$ cat src/rtl/mips_pkg.sv
// mips_pkg: opcode/funct constants, PC width and small helpers shared by the fetch stage.
package mips_pkg;

    localparam int          PC_W      = 32;
    localparam logic [5:0]  OP_J      = 6'b000010;
    localparam logic [5:0]  OP_JAL    = 6'b000011;
    localparam logic [5:0]  FUNCT_JR  = 6'b001000;
    localparam logic [31:0] INSTR_NOP = 32'h0000_0000;

    typedef enum logic [1:0] {
        SEL_SEQ    = 2'd0,
        SEL_BRANCH = 2'd1,
        SEL_JUMP   = 2'd2,
        SEL_JR     = 2'd3
    } pc_sel_e;

    function automatic logic [PC_W-1:0] align_word(input logic [PC_W-1:0] addr);
        return addr & ~32'h0000_0003;
    endfunction

endpackage

$ cat src/rtl/unidade_busca_proximo_pc.sv
// proximo_pc: combinational redirect-target selection (jr > jump/jal > taken branch) and link value.
module proximo_pc
    import mips_pkg::*;
(
    input  logic [PC_W-1:0] instr_pc,
    input  logic [25:0]     jidx,
    input  logic [31:0]     sign_imm,
    input  logic [31:0]     reg_a,
    input  logic            branch,
    input  logic            zero,
    input  logic            jump,
    input  logic            jal,
    input  logic            jr,
    output logic [PC_W-1:0] pc_plus4,
    output logic [PC_W-1:0] target,
    output logic            take
);

    pc_sel_e sel_s;

    // Priority decode of the control-unit request and the matching target.
    always_comb begin
        pc_plus4 = instr_pc + 32'd4;
        sel_s    = SEL_SEQ;
        if (jr) begin
            sel_s = SEL_JR;
        end else if (jump || jal) begin
            sel_s = SEL_JUMP;
        end else if (branch && zero) begin
            sel_s = SEL_BRANCH;
        end else begin
            sel_s = SEL_SEQ;
        end
        case (sel_s)
            SEL_JR:     target = reg_a;
            SEL_JUMP:   target = {pc_plus4[31:28], jidx, 2'b00};
            SEL_BRANCH: target = pc_plus4 + (sign_imm << 2);
            default:    target = pc_plus4;
        endcase
        take = (sel_s != SEL_SEQ);
    end

endmodule

$ cat src/rtl/unidade_busca.sv
// unidade_busca: instruction-fetch stage and PC owner; one bubble per redirect.
// Optional macro PC_ALIGN_CHECK_EN: misaligned redirect targets raise sticky fetch_err instead of being aligned.
module unidade_busca
    import mips_pkg::*;
#(
    parameter logic [PC_W-1:0] RESET_PC    = 32'h0000_0000,
    parameter int              IMEM_ADDR_W = 8
) (
    input  logic                   clk,
    input  logic                   rst_n,
    input  logic                   stall,
    input  logic                   branch,
    input  logic                   zero,
    input  logic                   jump,
    input  logic                   jal,
    input  logic                   jr,
    input  logic [31:0]            sign_imm,
    input  logic [31:0]            reg_a,
    output logic                   imem_en,
    output logic [IMEM_ADDR_W-1:0] imem_addr,
    input  logic [31:0]            imem_rdata,
    output logic [31:0]            instr,
    output logic                   instr_valid,
    output logic [5:0]             op,
    output logic [5:0]             funct,
    output logic [PC_W-1:0]        instr_pc,
    output logic [PC_W-1:0]        pc_plus4,
    output logic                   fetch_err
);

    logic [PC_W-1:0] pc_q, pc_d;
    logic [PC_W-1:0] fetch_pc_q, fetch_pc_d;
    logic            fetch_vld_q, fetch_vld_d;
    logic            run_q, run_d;
    logic            hold_q, hold_d;
    logic [31:0]     hold_instr_q, hold_instr_d;
    logic            err_q, err_d;

    logic [PC_W-1:0] target_s, target_al_s;
    logic            take_s, bad_target_s, fetch_s, redirect_s;

    proximo_pc u_proximo_pc (
        .instr_pc (fetch_pc_q),
        .jidx     (instr[25:0]),
        .sign_imm (sign_imm),
        .reg_a    (reg_a),
        .branch   (branch),
        .zero     (zero),
        .jump     (jump),
        .jal      (jal),
        .jr       (jr),
        .pc_plus4 (pc_plus4),
        .target   (target_s),
        .take     (take_s)
    );

`ifdef PC_ALIGN_CHECK_EN
    assign bad_target_s = (target_s[1:0] != 2'b00);
    assign target_al_s  = target_s;
`else
    assign bad_target_s = 1'b0;
    assign target_al_s  = align_word(target_s);
`endif

    // run_q keeps the memory idle for the first cycle out of reset.
    assign fetch_s    = run_q && !stall && !err_q;
    assign redirect_s = fetch_vld_q && !stall && !err_q && take_s;

    assign imem_en     = fetch_s;
    assign imem_addr   = pc_q[IMEM_ADDR_W+1:2];
    assign instr_valid = fetch_vld_q;
    assign instr_pc    = fetch_pc_q;
    assign fetch_err   = err_q;
    assign op          = instr[31:26];
    assign funct       = instr[5:0];

    // Memory word is live only the cycle after a read; the hold copy covers stalls.
    always_comb begin
        if (!fetch_vld_q) begin
            instr = INSTR_NOP;
        end else if (hold_q) begin
            instr = hold_instr_q;
        end else begin
            instr = imem_rdata;
        end
    end

    // Next-state for PC, fetch tracking, stall hold and error flag.
    always_comb begin
        pc_d         = pc_q;
        fetch_pc_d   = fetch_pc_q;
        fetch_vld_d  = fetch_vld_q;
        run_d        = 1'b1;
        hold_d       = hold_q;
        hold_instr_d = hold_instr_q;
        err_d        = err_q;
        if (stall) begin
            hold_d = 1'b1;
            if (!hold_q) begin
                hold_instr_d = imem_rdata;
            end else begin
                hold_instr_d = hold_instr_q;
            end
        end else begin
            hold_d     = 1'b0;
            fetch_pc_d = pc_q;
            if (redirect_s && bad_target_s) begin
                err_d       = 1'b1;
                fetch_vld_d = 1'b0;
            end else if (redirect_s) begin
                pc_d        = target_al_s;
                fetch_vld_d = 1'b0;
            end else if (fetch_s) begin
                pc_d        = pc_q + 32'd4;
                fetch_vld_d = 1'b1;
            end else begin
                pc_d        = pc_q;
                fetch_vld_d = 1'b0;
            end
        end
    end

    // State registers.
    always_ff @(posedge clk or negedge rst_n) begin
        if (!rst_n) begin
            pc_q         <= RESET_PC;
            fetch_pc_q   <= 32'h0000_0000;
            fetch_vld_q  <= 1'b0;
            run_q        <= 1'b0;
            hold_q       <= 1'b0;
            hold_instr_q <= 32'h0000_0000;
            err_q        <= 1'b0;
        end else begin
            pc_q         <= pc_d;
            fetch_pc_q   <= fetch_pc_d;
            fetch_vld_q  <= fetch_vld_d;
            run_q        <= run_d;
            hold_q       <= hold_d;
            hold_instr_q <= hold_instr_d;
            err_q        <= err_d;
        end
    end

endmodule

$ cat config.mk
export PLATFORM = sky130hd
export DESIGN_NAME = unidade_busca
export DESIGN_NICKNAME = d
export VERILOG_FILES = /design/src/rtl/mips_pkg.sv /design/src/rtl/unidade_busca_proximo_pc.sv /design/src/rtl/unidade_busca.sv
export SDC_FILE = /design/constraint.sdc
export NUM_CORES = 1
export LEC_CHECK = 0
export ABC_AREA = 1
export BUFFER_PORTS_ARGS = -buffer_cell sky130_fd_sc_hd__buf_2
export CAP_MARGIN = 0
export CORE_AREA = 5 5 138 173
export DETAILED_ROUTE_END_ITERATION = 8
export DIE_AREA = 0 0 143 178
export GPL_TIMING_DRIVEN = 0
export PLACE_DENSITY = 0.65
export SLEW_MARGIN = 5
export SYNTH_ARGS = -nofsm -noshare
export SYNTH_HDL_FRONTEND = slang
export SYNTH_SLANG_ARGS = --single-unit
$ cat constraint.sdc
create_clock -name clk -period 3.5 [get_ports clk]
set_clock_uncertainty 0.15 [all_clocks]
set_input_delay 0.875 -clock clk [delete_from_list [all_inputs] [get_ports clk]]
set_output_delay 0.875 -clock clk [all_outputs]
set_load 0.05 [all_outputs]
# Yosys cells after proc, flatten, opt, wreduce, memory -nomap -nowiden
# Index checks and enable logic that the tools add are counted.
[totals]
in_bits = 104
elab_cells = 33
output_inout_bits = 119
register_bits = 99
[op_classes]
eq_ne = 3
n_bitwise = 1
reduce_logical = 9
mux = 11
add_sub_neg = 3
[op_table]
columns = ["operator", "count"]
rows = [
  ["$mux W32", 4],
  ["$pmux W32 S3", 1],
  ["$add A32 B3 Y32 const B", 2],
  ["$add A32 B32 Y32", 1],
  ["$eq A2 B2 Y1 const B", 2],
  ["$logic_and A1 B1 Y1", 4],
  ["$mux W1", 4],
  ["$mux W2", 2],
  ["$reduce_bool A2 Y1", 2],
  ["$eq A2 B1 Y1 const B", 1],
  ["$reduce_and A2 Y1", 1],
  ["$logic_not A1 Y1", 1],
  ["$logic_or A1 B1 Y1", 1],
  ["$not A1 Y1", 1],
]

# Logic depth before layout (Yosys ltp)
# Gate-level depths: netlist of the first run.
[logic_depth]
word_depth = 8
ltp_mapped = 28
ltp_nobuf = 28

# Modules after synthesis
# Synthesis of the first run repeated with hierarchy kept, for this count alone.
[unflattened]
hier_cells = 1364
area_unflattened_um2 = 8774.7
[by_module_without_submodules]
columns = ["module", "area_per_inst_um2", "seq_area_each_um2", "n_inst", "cells_each"]
rows = [
  ["unidade_busca", 5092.4, 2377.3, 1, 640],
  ["proximo_pc", 3682.3, 0.0, 1, 724],
]

# Least setup slack after synthesis of the first run
# Ideal clock, no wire load.
[synth_path]
path_type = "reg-to-reg"
startpoint = "register fetch_pc_q[2], in the netlist instr_pc[2]"
endpoint = "register pc_q[30]"
synth_period_minus_slack_ns = 4.247
setup_time_ns = 0.116
path_buffers = 0
stages_incl_launch_ff = 21
required_ns = 3.234
path_slack_ns = -0.747
t_arrival_ns = 3.980
path_cell_list = "dfrtp_1 ha_1 inv_1 nor3_4 inv_2 nor2_2 nand3_1 nor2_2 nand3_1 xnor2_1 ha_1 nand2_1 inv_1 a21oi_1 o21bai_1 a21oi_1 nand3_1 nand3_1 nand2_1 nand2_1 nand2_1"
[synth_via]
elab_chain_cells = 4
[synth_lines]
columns = ["element", "line_no", "rtl"]
rows = [
  ["start, declared", "unidade_busca.sv:32", "logic [PC_W-1:0] fetch_pc_q, fetch_pc_d;"],
  ["start signal, assigned", "unidade_busca.sv:135", "fetch_pc_q <= fetch_pc_d;"],
  ["$add A32 B3 Y32", "unidade_busca_proximo_pc.sv:23", "pc_plus4 = instr_pc + 32'd4;"],
  ["net pc_plus4[16]", "unidade_busca.sv:27", "output logic [PC_W-1:0] pc_plus4,"],
  ["$add A32 B32 Y32", "unidade_busca_proximo_pc.sv:37", "SEL_BRANCH: target = pc_plus4 + (sign_imm << 2);"],
  ["$pmux W32 S3", "unidade_busca_proximo_pc.sv:34", "case (sel_s)"],
  ["$mux W32", "unidade_busca.sv:110", "end else if (redirect_s) begin"],
  ["end signal, assigned", "unidade_busca.sv:134", "pc_q <= pc_d;"],
  ["end, declared", "unidade_busca.sv:31", "logic [PC_W-1:0] pc_q, pc_d;"],
]
# The timed path passes the listed nets, and every way through them passes these cells.
# A chain may end at the register's enable or synchronous reset.

# Final worst setup path of the first run
[layout_path]
startpoint = "register fetch_pc_q[2], in the netlist instr_pc[2]"
endpoint = "register pc_q[23]"
[layout_via]
elab_chain_cells = 4
[layout_lines]
columns = ["element", "line_no"]
rows = [
  ["$add A32 B3 Y32 *", "unidade_busca_proximo_pc.sv:23"],
  ["$add A32 B32 Y32", "unidade_busca_proximo_pc.sv:37"],
  ["$pmux W32 S3 *", "unidade_busca_proximo_pc.sv:34"],
  ["$mux W32 *", "unidade_busca.sv:110"],
]
# Mark *: on every way between the ends. The rest lies on a longest branch, timed or not.

==> results of run 1 <==
what timing repair did:
| item | in CTS | in global routing |
|---|---|---|
| buffers inserted | 11 | 8 |
| endpoints found under the setup margin | 23 | 22 |
| gates resized for setup | 60 | 59 |
| endpoints found under the hold margin | 0 | 0 |
| pin swaps | 17 | 19 |
kinds of logic (layout without fill, tap and decap cells):
group	after synthesis	in the layout	share of synthesized area, %
AND/OR/NAND/NOR	737	737	36.6
buffers and inverters	248	497	12.2
AO/OA/AOI/OAI	186	186	12.0
flip-flops	95	95	27.4
adder cells (fa/ha/maj)	36	36	5.27
XOR/XNOR	30	30	3.03
multiplexers	30	30	3.46
other	2	6	0.0865
tightest hold or removal path, stage by stage (launching register included):
cell and delay (ns):
dfrtp_1 0.35, nand2_1 0.05, o21ai_0 0.06
report_power, final:
group | leakage, nW | switching, mW | total [mW] | internal, mW
registers | 1.17 | 0.386 | 1.74 | 1.35
clock network | 0.129 | 0.463 | 0.959 | 0.495
logic | 4.60 | 2.69 | 3.80 | 1.11
total | 5.90 | 3.54 | 6.50 | 2.95
metrics by stage:
step                      util, %  hold WS, ns
after floorplan                 -        0.303
after global placement       46.6        0.316
after detailed placement     46.7        0.323
after CTS                    49.5        0.342
after global routing         50.6        0.363
final                        50.6        0.342
area by class of cell:
type | count | area [um^2] | share of cell area (%)
multi-input combinational | 1025 | 5810 | 52.1
sequential | 95 | 2390 | 21.4
timing repair buffer | 233 | 1260 | 11.3
inverter | 188 | 714 | 6.40
tap | 283 | 354 | 3.17
buffer | 60 | 348 | 3.11
clock buffer | 10 | 229 | 2.05
clock inverter | 6 | 53.8 | 0.482
flip-flops by register name, indices dropped and copies added (netlist names):
| name | cells |
|---|---|
| hold_instr_q | 32 |
| instr_valid | 1 |
| run_q | 1 |
| instr_pc | 30 |
| pc_q | 30 |
| hold_q | 1 |
worst max-delay path by stage:
stage,to,slack [ns],cells after the start
after floorplan,pc_q[29],0.01,21
after global placement,pc_q[24],-0.35,24
after detailed placement,pc_q[24],-0.39,24
after CTS,pc_q[29],-0.01,21
after global routing,pc_q[30],-0.08,24
final,pc_q[23],0.04,20
synthesized netlist by cell type, drive strengths merged, types with 9 or more instances:
| master | instances |
|---|---|
| ha | 35 |
| dfrtp | 95 |
| a221oi | 9 |
| clkbuf | 18 |
| nor3 | 22 |
| nand3 | 120 |
| nor2 | 126 |
| nand2 | 436 |
| xnor2 | 12 |
| inv | 187 |
| mux2i | 30 |
| o21ai | 105 |
| nand4 | 17 |
| buf | 42 |
| xor2 | 18 |
| a22oi | 10 |
| a21oi | 43 |
per-layer routing:
| metal | vias to the layer above | GRT usage (%) |
|---|---|---|
| met1 | 4588 | 31.4 |
| met2 | 352 | 49.5 |
| met5 | - | 0 |
| met4 | 2 | 10.3 |
| li1 | 4873 | - |
| met3 | 75 | 2.98 |
placed cells by master, fill, tap and decap left out, types with 26 or more instances in the layout:
cell     count
nor2_1      95
buf_4       49
inv_1      172
a21oi_1     34
nand2_1    407
o21ai_0     91
dfrtp_1     82
ha_1        26
buf_2      220
nand3_1    101
mux2i_1     30
==> out/results.txt, run 1 <==
The run finished with clean final reports. Entering global routing, the biggest net connects 57 pins. The number of buffers created by CTS was 9. STA classifies the critical path startpoint as a register. Counting distinct cell types in the post-synthesis netlist gives 52.

The largest individual stage delay along the critical path comes from the cell dfrtp_2. The maximum ir drop on the vdd rail is 0.291 mV. Across the run, the number of max-cap violations was 0. Detailed routing inserted a total of 9890 vias. Counting along the longest clock path gives a buffer depth of 2. The via count of the first global-routing pass was 9677; the proportion of synthesized flip-flops having asynchronous set or reset was 100%. Buffers inserted to repair hold after CTS numbered 0. At the worst endpoint, the required time is 3.58 ns.

In this run the power density over the cells is 582 mW/mm^2. Total power consumption of the routed design: 6.50 mW. The commonest register cell after synthesis is dfrtp_1. The placed instances occupy a cell area of 0.0103 mm^2. The congestion estimate from routability-driven global placement came to 1.01. The detail route stage leaves a number of antenna-violating nets equal to 0. In this run, synthesis inferred 0 flip-flops with an integrated enable. In the post-synthesis netlist, the biggest area contributors are dfrtp_1 (27%), nand2_1 (18%), inv_1 (7.8%), nand3_1 (6.7%), o21ai_0 (5.6%).

The effective utilization at floorplan is 39.4%, and the largest fanout of any net on the critical path is 5. The setup path with the least slack is of type reg -> reg. By instance count, the cell type seen most on the critical path is nand2_1.

Once layout is done, the placed cells without fillers occupy 0.0112 mm^2. For this block, the routed nets add up to 34.9 mm of wire. For the worst slack after detailed placement, the log shows -0.385 ns. In this run the biggest area consumer among cell types represents 27.4% of the synthesized area.

In this run the worst setup path begins at instr_pc[2]. 0 antenna diodes ended up in the layout. The floorplan step defined a die boundary enclosing 0.0255 mm^2.

The yosys synthesis warning count is 0, and the growth of design area from synthesis to finish is 28.6%. The filler cells instantiated in the layout total 2312. The HPWL after detailed placement is 28.7 mm. For the met1 layer wirelength in the final routing, the log shows 13.6 mm. The final max-slew violation count is 0, and the buffer and inverter count on the worst path is 3. The run gives 3 as the deepest level of the CTS H-tree. The logs give 27.4% for the portion of the post-synthesis area used by sequential elements and 637 for the number of DRC markers after the initial detailed-route iteration. Counting tap cells, the placed design contains a total of 1865 instances. Average instance area after synthesis: 6.37 um^2. The cell family contributing the most delay on the critical path is simple AND/OR/NAND/NOR gates. The tools report the number of placement rows as 61. The leading area contributor after synthesis was dfrtp_1.

Setup violations remaining at the end of the flow were counted as 0. Across all register-to-register paths, the minimum setup slack is 0.04 ns. The pin slew with the least headroom to its limit works out to 0.921 ns.

The per-cell routed wire length was 18.4 um. The routed wire length on met2 was 17.9 mm. In this run the top signal layer used is met5. For the combined area of all synthesized cells, the log shows 0.00868 mm^2.

The post-synthesis register bit count was 95. The logs give 0.289 GHz for the upper clock frequency limit and 1752 for the total number of nets in the final design. Worst hold path class: reg -> reg.

The number of antenna violations at the first check in global routing was 1. The smallest setup slack after layout was 0.0410 ns. The vias per cell came out at 5.21. In this design, the stage delay of the slowest critical-path cell is 0.40 ns. Excluding fillers, the count of instances in the completed layout stands at 1900. For the met3 wire length, the log shows 1.90 mm. Walking the worst path, the cells encountered are ha_4 > inv_4 > nor3_4 > inv_2 > nor2_2 > xnor2_1 > inv_1 > ha_1 > nand2_1 > nor2_2 > and2_1 > nand2_1 > nand2_1 > nand2_1 > nand2_1 > nand2_1 > nand3_1 > nand2_1 > nand2_1 > nand3_1.

The startpoint identified for the worst register-to-register timing path is instr_pc[2]. The total count of hold-check failures in the final report is 0. Setup repair after global routing could not meet its margin everywhere. The portion of the clock cycle consumed by the worst path in the final layout is 98.8%, and the cell depth of the worst flop-to-flop path is 20. The tree is rooted in a clkbuf_16.

The die is 143 um wide. Cells with a size suffix above 1 make up 27.4% of the layout. Global routing consumed, over all layers together, 26.8% of the routing resources.

STA classifies the critical path endpoint as a register. The post-route minimum period came out at 3.46 ns. The number of detailed-route iterations in the first pass was 6. Port buffering added 213 buffers. The first global-routing pass estimated 52.4 mm of wire. Clock-pin slew was measured on the worst setup and hold paths at 0.08 ns. The worst hold path begins at hold_instr_q[2]. Pin placement for this block handled 223 I/O pins. Counting instances, the worst hold path has a depth of 2.

The insertion delay to the later sink of the worst-skew pair is 0.35 ns, and the remaining global-route overflow is 0. The endpoint of the worst hold-timing path is hold_instr_q[2]. The run gives 0.0221 mm^2 as the standard cell core area.

The run gives 3.54 ns as the worst path arrival time. Clock tree synthesis found a total of 95 sinks. Setup total negative slack on the finished layout was measured at 0 ns. The die is 178 um tall. In the synthesized netlist, the number of instances is 1364. Measured against its own limit, the worst slew margin works out to 38.6%. TritonCTS built the clock tree. For this design the static power due to leakage is 5.90 nW. The post-route DRC violation count came out at 0. In this run the critical register-to-register path is captured at pc_q[23].
Note: power is estimated with default switching activity, not from simulation.
==> run 2, diff against run 1 <==
--- a/config.mk
+++ b/config.mk
@@ -8,11 +8,10 @@
 export ABC_AREA = 1
 export BUFFER_PORTS_ARGS = -buffer_cell sky130_fd_sc_hd__buf_2
 export CAP_MARGIN = 0
-export CORE_AREA = 5 5 138 173
+export CORE_AREA = 4 4 137 172
 export DETAILED_ROUTE_END_ITERATION = 8
-export DIE_AREA = 0 0 143 178
+export DIE_AREA = 0 0 141 176
 export GPL_TIMING_DRIVEN = 0
-export PLACE_DENSITY = 0.65
 export SLEW_MARGIN = 5
 export SYNTH_ARGS = -nofsm -noshare
 export SYNTH_HDL_FRONTEND = slang
==> out/results.txt, run 2 (synthesis gave the netlist of run 1 again) <==
Maximum ir drop on the vdd rail: 0.278 mV (was 0.291 mV). The number of buffers created by CTS was 9 (unchanged). The upper clock frequency limit is 0.285 GHz (was 0.289 GHz). The pin slew with the least headroom to its limit was 0.850 ns (was 0.921 ns); the number of detailed-route iterations in the first pass was 5 (was 6). Most frequent cells in the layout: nand2_1 (394), buf_2 (221), inv_1 (170), nor2_1 (92), nand3_1 (92) (was nand2_1 (407), buf_2 (220), inv_1 (172), nand3_1 (101), nor2_1 (95)). The sequential cell area is 0.00239 mm^2 (about the same), and the insertion delay to the later sink of the worst-skew pair is 0.35 ns (about the same). The power density normalized to cell area was 582 mW/mm^2 (about the same); the per-cell routed wire length was 18.7 um (was 18.4 um). For the remaining global-route overflow, the log shows 0 (unchanged). The final-layout fill cell count was 2325 (was 2312).

Fraction of power consumed by sequential logic: 26.1% (was 26.8%). The count of hold-fix buffers inserted at cts is 0 (unchanged), and the headroom to the max-slew limit is 43.3% (was 38.6%). The chip width is 141 um (was 143 um), and the pin count of the biggest net entering global routing is 60 (was 57). The most frequent standard cell in the layout excluding fill and tap cells was nand2_1 (unchanged).

The run finished, with violations left. The logs give 1906 (was 1900) for the final non-filler cell total and 39.5% (was 39.4%) for the effective utilization at floorplan. The tools report the worst hold path startpoint as hold_instr_q[31] (was hold_instr_q[2]). Cell at the root of the clock tree: clkbuf_16 (unchanged).

The vias after detailed routing was 9952 (was 9890). The hold path depth works out to 2 (unchanged). The vertical die dimension works out to 176 um (was 178 um). For the total number of nets in the final design, the log shows 1758 (was 1752).

The logs give 0 (unchanged) for the number of violations of the max-capacitance limit and 0.338 ns (was 0.342 ns) for the worst slack on hold paths. The run gives 223 (unchanged) as the I/O pin count. The run gives 0.985 (was 1.01) as the final weighted congestion of routability-driven global placement.

Setup repair after global routing could not meet its margin everywhere. The setup slack of the most critical reg-to-reg path is 0.08 ns (was 0.04 ns), and the worst path arrival time is 2.49 ns (was 3.54 ns). The half-perimeter wire length of the detailed placement result was 29.0 mm (was 28.7 mm); the post-route DRC violation count was 0 (unchanged). For the deepest level of the CTS H-tree, the log shows 3 (unchanged).

Portion of the clock cycle consumed by the worst path in the final layout: 100% (was 98.8%). The flip-flop count of the largest register, all copies and words added is 32 (unchanged), and the number of diodes is 0 (unchanged). The quantity of I/O buffers inserted on ports came out at 213 (unchanged).

For the part of the total power dissipated in combinational logic, the log shows 59.3% (was 58.5%). The run gives 53.9 mm (was 52.4 mm) as the first-pass GRT wire length. The start of the worst register-to-register path was instr_pc[3] (was instr_pc[2]).

Total count of hold-check failures in the final report: 0 (unchanged). Switching power of the nets: 3.62 mW (was 3.54 mW). The checks that failed: setup timing.

TritonCTS built the clock tree. Endpoint of the worst hold-timing path: hold_instr_q[31] (was hold_instr_q[2]). The growth of design area from synthesis to finish is 31.2% (was 28.6%).

The vias per cell is 5.22 (was 5.21). Worst flop-to-flop path endpoint: pc_q[30] (was pc_q[23]). For the standard cell core area, the log shows 0.0220 mm^2 (was 0.0221 mm^2). The number of DRC markers after the initial detailed-route iteration came out at 669 (was 637). The tools report the proportion of power drawn by the clock network as 14.6% (was 14.8%). The capturing element type of the critical path was a primary output (was a register). The number of placement rows is 61 (unchanged), and the total power consumption of the routed design is 6.63 mW (was 6.50 mW). The share of final-layout standard cells stronger than drive strength 1 was 29.8% (was 27.4%).

The worst hold path class is reg -> reg (unchanged). The register with the highest flop count is hold_instr_q (unchanged). The number of placed cells counting well taps was 1865 (unchanged); the largest fanout of any net on the critical path was 4 (was 5). The run gives 28.1% (was 26.8%) as the global router's overall resource usage.

The switching fraction of total power was 54.6% (was 54.5%). The count of antenna-violating nets left after detailed routing came out at 0 (unchanged). The logs give 1 (was 0) for the total setup violations reported at the end of the flow and 35.7 mm (was 34.9 mm) for the final routed wirelength across all metal layers. The sink count of the clock tree came out at 95 (unchanged).

The total negative slack was -0.0117 ns (was 0 ns); the cell depth of the worst flop-to-flop path was 23 (was 20). Number of antenna violations at the first check in global routing: 0 (was 1). The post-route minimum period was 3.51 ns (was 3.46 ns); the via count of the first global-routing pass was 9880 (was 9677). The leakage power was 5.96 nW (was 5.90 nW); the internal power component was 3.01 mW (was 2.95 mW). For the maximum clock insertion buffer count, the log shows 2 (unchanged). The run gives -0.0117 ns (was 0.0410 ns) as the smallest setup slack after layout.

The multi-input logic area was 0.00600 mm^2 (was 0.00581 mm^2); the final max-slew violation count was 0 (unchanged). The data required time of the worst path is 2.47 ns (was 3.58 ns), and the clock transition at the register clock pins on the worst setup and hold paths after CTS is 0.08 ns (about the same). The category of the most critical setup path was reg -> out (was reg -> reg). The tools report the area enclosed by the die boundary as 0.0248 mm^2 (was 0.0255 mm^2). The startpoint kind of the worst setup timing path was a register (unchanged).
[run 2: cell types whose count changed in the layout (fill, tap and decap cells not counted), sizes merged]
cell      previous run  this run
buf                274       281
clkbuf              29        27
clkinv               1         3
clkinvlp             3         2
[run 2: worst max-delay path: stages (launching register included)]
cell and delay (ns):
dfrtp_2 0.41, ha_4 0.17, inv_4 0.04, nor3_4 0.20, inv_2 0.09, nor2_4 0.09
nand3_2 0.08, nor2_4 0.19, nand2_4 0.11, nor2_4 0.11, buf_4 0.14, xor2_4 0.23
buf_6 0.14, buf_8 0.13
[run 2: what timing repair did]
| item | in CTS | in global routing |
|---|---|---|
| pin swaps | 17 | 55 |
| setup buffers | 11 | 14 |
| gates resized for setup | 45 | 126 |
| endpoints found under the setup margin | 23 | 26 |
[run 2: metal layers]
layer | GRT usage (%) | wire (um) | part of all wire [%] | up-vias
met3 | 2.79 | 1810 | 5.1 | 78
met2 | 52.8 | 18400 | 52 | 330
met5 | 0 | 0 | 0 | -
met4 | 11.3 | 1570 | 4.4 | 0
li1 | - | - | - | 4875
met1 | 32.3 | 13900 | 39 | 4669
[run 2: worst max path at each step]
stage | from | endpoint | slack, ns | cells past startpoint
after CTS | instr_pc[2] | pc_q[20] | -0.01 | 20
after global placement | instr_pc[2] | pc_q[25] | -0.48 | 24
after floorplan | instr_pc[2] | pc_q[29] | 0.01 | 21
after global routing | instr_pc[3] | pc_q[26] | -0.16 | 23
after detailed placement | instr_pc[2] | pc_q[25] | -0.53 | 24
final | instr_pc[3] | pc_plus4[20] | -0.01 | 13
[run 2: layout make-up]
| class | count | share of cell area [%] |
|---|---|---|
| buffer | 60 | 3.05 |
| clock buffer | 9 | 1.98 |
| clock inverter | 7 | 0.472 |
| inverter | 188 | 6.29 |
| multi-input combinational | 1025 | 52.7 |
| sequential | 95 | 21.0 |
| tap | 283 | 3.11 |
| timing repair buffer | 239 | 11.4 |
[run 2: power groups by stage]
stage / clock [mW] / sequential, mW / combinational, mW
floorplan: 0 / 1.97 / 2.30
global placement: 0 / 1.75 / 3.50
detailed placement: 0 / 1.75 / 3.52
CTS: 0.972 / 1.73 / 3.64
global route: 1.02 / 1.77 / 4.27
finish: 0.966 / 1.73 / 3.93
[run 2: metrics by stage]
step	setup WS [ns]	cell area, um^2	utilization, %
2_1_floorplan	0.0143	8850	-
3_3_place_gp	-0.477	10300	46.7
3_5_place_dp	-0.526	10300	46.8
4_1_cts	-0.0139	10800	49.2
5_1_grt	-0.161	11400	51.8
6_report	-0.0117	11400	51.8
==> run 3, diff against run 2 <==
--- a/config.mk
+++ b/config.mk
@@ -12,6 +12,7 @@
 export DETAILED_ROUTE_END_ITERATION = 8
 export DIE_AREA = 0 0 141 176
 export GPL_TIMING_DRIVEN = 0
+export REMOVE_ABC_BUFFERS = 1
 export SLEW_MARGIN = 5
 export SYNTH_ARGS = -nofsm -noshare
 export SYNTH_HDL_FRONTEND = slang
==> out/results.txt, run 3 (synthesis gave the netlist of run 1 again) <==
The run finished, with violations left. Violated checks: setup timing (unchanged). The chip width was 141 um (unchanged). The run gives 61 (unchanged) as the number of placement rows. Cell class contributing the biggest share of worst-path delay: simple AND/OR/NAND/NOR gates (unchanged). The data required time of the worst path is 3.59 ns (was 2.47 ns). The post-route minimum period was 3.52 ns (was 3.51 ns).

The upper clock frequency limit was 0.284 GHz (was 0.285 GHz). The run gives 2.69% (was 43.3%) as the headroom to the max-slew limit. Setup repair after global routing could not meet its margin everywhere. The run gives 25.2 mm (was 29.0 mm) as the half-perimeter wire length of the detailed placement result. The number of buffers created by CTS was 9 (unchanged). The post-route DRC violation count is 0 (unchanged). The start point of the critical path is instr_pc[3] (unchanged).

The total number of nets in the final design was 1698 (was 1758). The global router's overall resource usage was 25.0% (was 28.1%); the leakage power was 5.72 nW (was 5.96 nW). For the count of antenna-violating nets left after detailed routing, the log shows 0 (unchanged). The maximum clock insertion buffer count is 2 (unchanged), and the pin slew with the least headroom to its limit is 1.44 ns (was 0.850 ns).

The start of the worst register-to-register path is instr_pc[3] (unchanged). For the total setup violations reported at the end of the flow, the log shows 1 (unchanged). The share of final-layout standard cells stronger than drive strength 1 works out to 26.0% (was 29.8%).

The effective utilization at floorplan was 39.5% (unchanged); the power density normalized to cell area was 589 mW/mm^2 (was 582 mW/mm^2). The number of antenna violations at the first check in global routing was 0 (unchanged). The tools report the smallest setup slack after layout as -0.0209 ns (was -0.0117 ns).

For the number of diodes, the log shows 0 (unchanged). The deepest level of the CTS H-tree is 3 (unchanged), and the pin count of the biggest net entering global routing is 74 (was 60). Cell-by-cell listing of the critical path: buf_4 > nand2_1 > nor2_2 > nand2_4 > nor3_4 > xor2_1 > ha_1 > nand2_1 > inv_1 > a21oi_1 > nand3_1 > nand2_1 > nand2_1 > o21ai_1 > nand2_1 > nand2_1 > nand2_1 (was ha_4 > inv_4 > nor3_4 > inv_2 > nor2_4 > nand3_2 > nor2_4 > nand2_4 > nor2_4 > buf_4 > xor2_4 > buf_6 > buf_8). The remaining global-route overflow was 0 (unchanged); the core occupancy in the finished layout was 49.6% (was 51.8%).

The growth of design area from synthesis to finish is 25.5% (was 31.2%), and the largest fanout of any net on the critical path is 4 (unchanged). Category of the most critical setup path: reg -> reg (was reg -> out). The run gives 0.931 (was 0.985) as the final weighted congestion of routability-driven global placement. The post-place instance area came out at 0.00982 mm^2 (was 0.0103 mm^2). The delay of the slowest cell on the worst path was 0.42 ns (was 0.41 ns). The final design area excluding fillers came out at 0.0109 mm^2 (was 0.0114 mm^2). The area enclosed by the die boundary is 0.0248 mm^2 (unchanged), and the clock transition at the register clock pins on the worst setup and hold paths after CTS is 0.07 ns (was 0.08 ns). The via count of the first global-routing pass is 9183 (was 9880). TritonCTS built the clock tree. The register with the highest flop count was hold_instr_q (unchanged). The cell with the largest stage delay on the worst path is dfrtp_2 (unchanged).

The tools report the startpoint kind of the worst setup timing path as a register (unchanged). The worst hold path startpoint was hold_instr_q[23] (was hold_instr_q[31]). The total count of hold-check failures in the final report was 0 (unchanged); the vias per cell was 5.15 (was 5.22). The standard cell core area came out at 0.0220 mm^2 (unchanged).

The capturing element type of the critical path was a register (was a primary output). The cell seen most often among critical-path stages is nand2_1 (was nor2_4). The tools report the insertion delay to the later sink of the worst-skew pair as 0.35 ns (about the same).

The final routed wirelength across all metal layers was 32.0 mm (was 35.7 mm). The final-layout fill cell count was 2320 (was 2325); the I/O pin count was 223 (unchanged). The tools report the number of violations of the max-capacitance limit as 0 (unchanged).

The number of DRC markers after the initial detailed-route iteration is 529 (was 669). The buffer and inverter count on the worst path is 2 (was 5), and the number of detailed-route iterations in the first pass is 5 (unchanged). Most frequent standard cell in the layout excluding fill and tap cells: nand2_1 (unchanged).

The first-pass GRT wire length was 48.7 mm (was 53.9 mm). The run gives 0.246 mV (was 0.278 mV) as the maximum ir drop on the vdd rail. Quantity of I/O buffers inserted on ports: 213 (unchanged). Sink count of the clock tree: 95 (unchanged). The per-cell routed wire length works out to 17.3 um (was 18.7 um).

Most frequent cells in the layout: nand2_1 (405), buf_2 (206), inv_1 (173), nand3_1 (99), nor2_1 (93) (was nand2_1 (394), buf_2 (221), inv_1 (170), nor2_1 (92), nand3_1 (92)). The tools report the worst path arrival time as 3.61 ns (was 2.49 ns). The worst hold path class is reg -> reg (unchanged). The vias after detailed routing was 9509 (was 9952); the final max-slew violation count was 0 (unchanged). The flip-flop count of the largest register, all copies and words added is 32 (unchanged), and the portion of the clock cycle consumed by the worst path in the final layout is 101% (was 100%). The vertical die dimension works out to 176 um (unchanged). The cell at the root of the clock tree was clkbuf_16 (unchanged).
run 3: changes by cell type in the layout (fill, tap and decap cells not counted), sizes merged:
cell	previous run	this run
bufinv	0	1
clkinvlp	2	3
buf	281	237
inv	190	189
clkbuf	27	11
clkinv	3	2
run 3: path summary, 6_finish.rpt:
path,end,depth (start not counted),slack [ns]
min in group asynchronous,instr_pc[30],1,0.39
max in group asynchronous,instr_pc[10],2,2.12
max reg2reg,pc_q[17],17,-0.02
min,hold_instr_q[23],2,0.34
min reg2reg,hold_instr_q[23],2,0.34
max,pc_q[17],17,-0.02
run 3: worst min-delay path, stage by stage, from the launching register on:
cell	delay, ns
dfrtp_1	0.35
nand2_1	0.05
o21ai_0	0.06
run 3: report_power, final:
group	switching, mW	leakage (nW)	internal, mW	total [mW]
clock	0.455	0.152	0.585	1.04
combinational	2.64	4.39	1.03	3.67
sequential	0.362	1.17	1.35	1.71
total	3.46	5.72	2.96	6.42
run 3: routing by layer:
layer | global-route usage, % | vias to the layer above | wire length (um)
met3 | 2.11 | 44 | 1240
li1 | - | 4760 | -
met4 | 9.37 | 0 | 1020
met5 | 0 | - | 0
met1 | 30.8 | 4458 | 13400
met2 | 45.1 | 247 | 16300
run 3: area by class of cell:
class / instances / area [um^2] / area share (%)
Clock buffer: 10 / 239 / 2.19
Clock inverter: 6 / 75.1 / 0.689
Inverter: 188 / 721 / 6.61
Multi-Input combinational cell: 1025 / 5770 / 52.9
Sequential cell: 95 / 2390 / 21.9
Tap cell: 283 / 354 / 3.25
Timing Repair Buffer: 238 / 1340 / 12.3
Timing Repair inverter: 1 / 7.51 / 0.0689
run 3: repair_timing:
action | 4_1_cts | 5_1_grt
cloned | 1 | 0
endpoints found under the hold margin | 0 | 0
pin swaps | 14 | 26
setup buffers | 14 | 9
endpoints found under the setup margin | 30 | 28
hold buffers | 0 | 0
gates resized for setup | 65 | 87
run 3: metrics by stage:
step	setup TNS, ns	instances	setup slack, ns	hold slack (ns)	power, mW
4_1_cts	-0.224	1837	-0.0455	0.340	6.27
3_5_place_dp	-12.53	1806	-0.702	0.323	5.07
2_1_floorplan	-17.15	1308	-0.756	0.303	4.10
6_report	-0.0209	1846	-0.0209	0.336	6.42
5_1_grt	-1.91	1846	-0.202	0.362	6.84
3_3_place_gp	-11.93	1804	-0.709	0.317	5.05
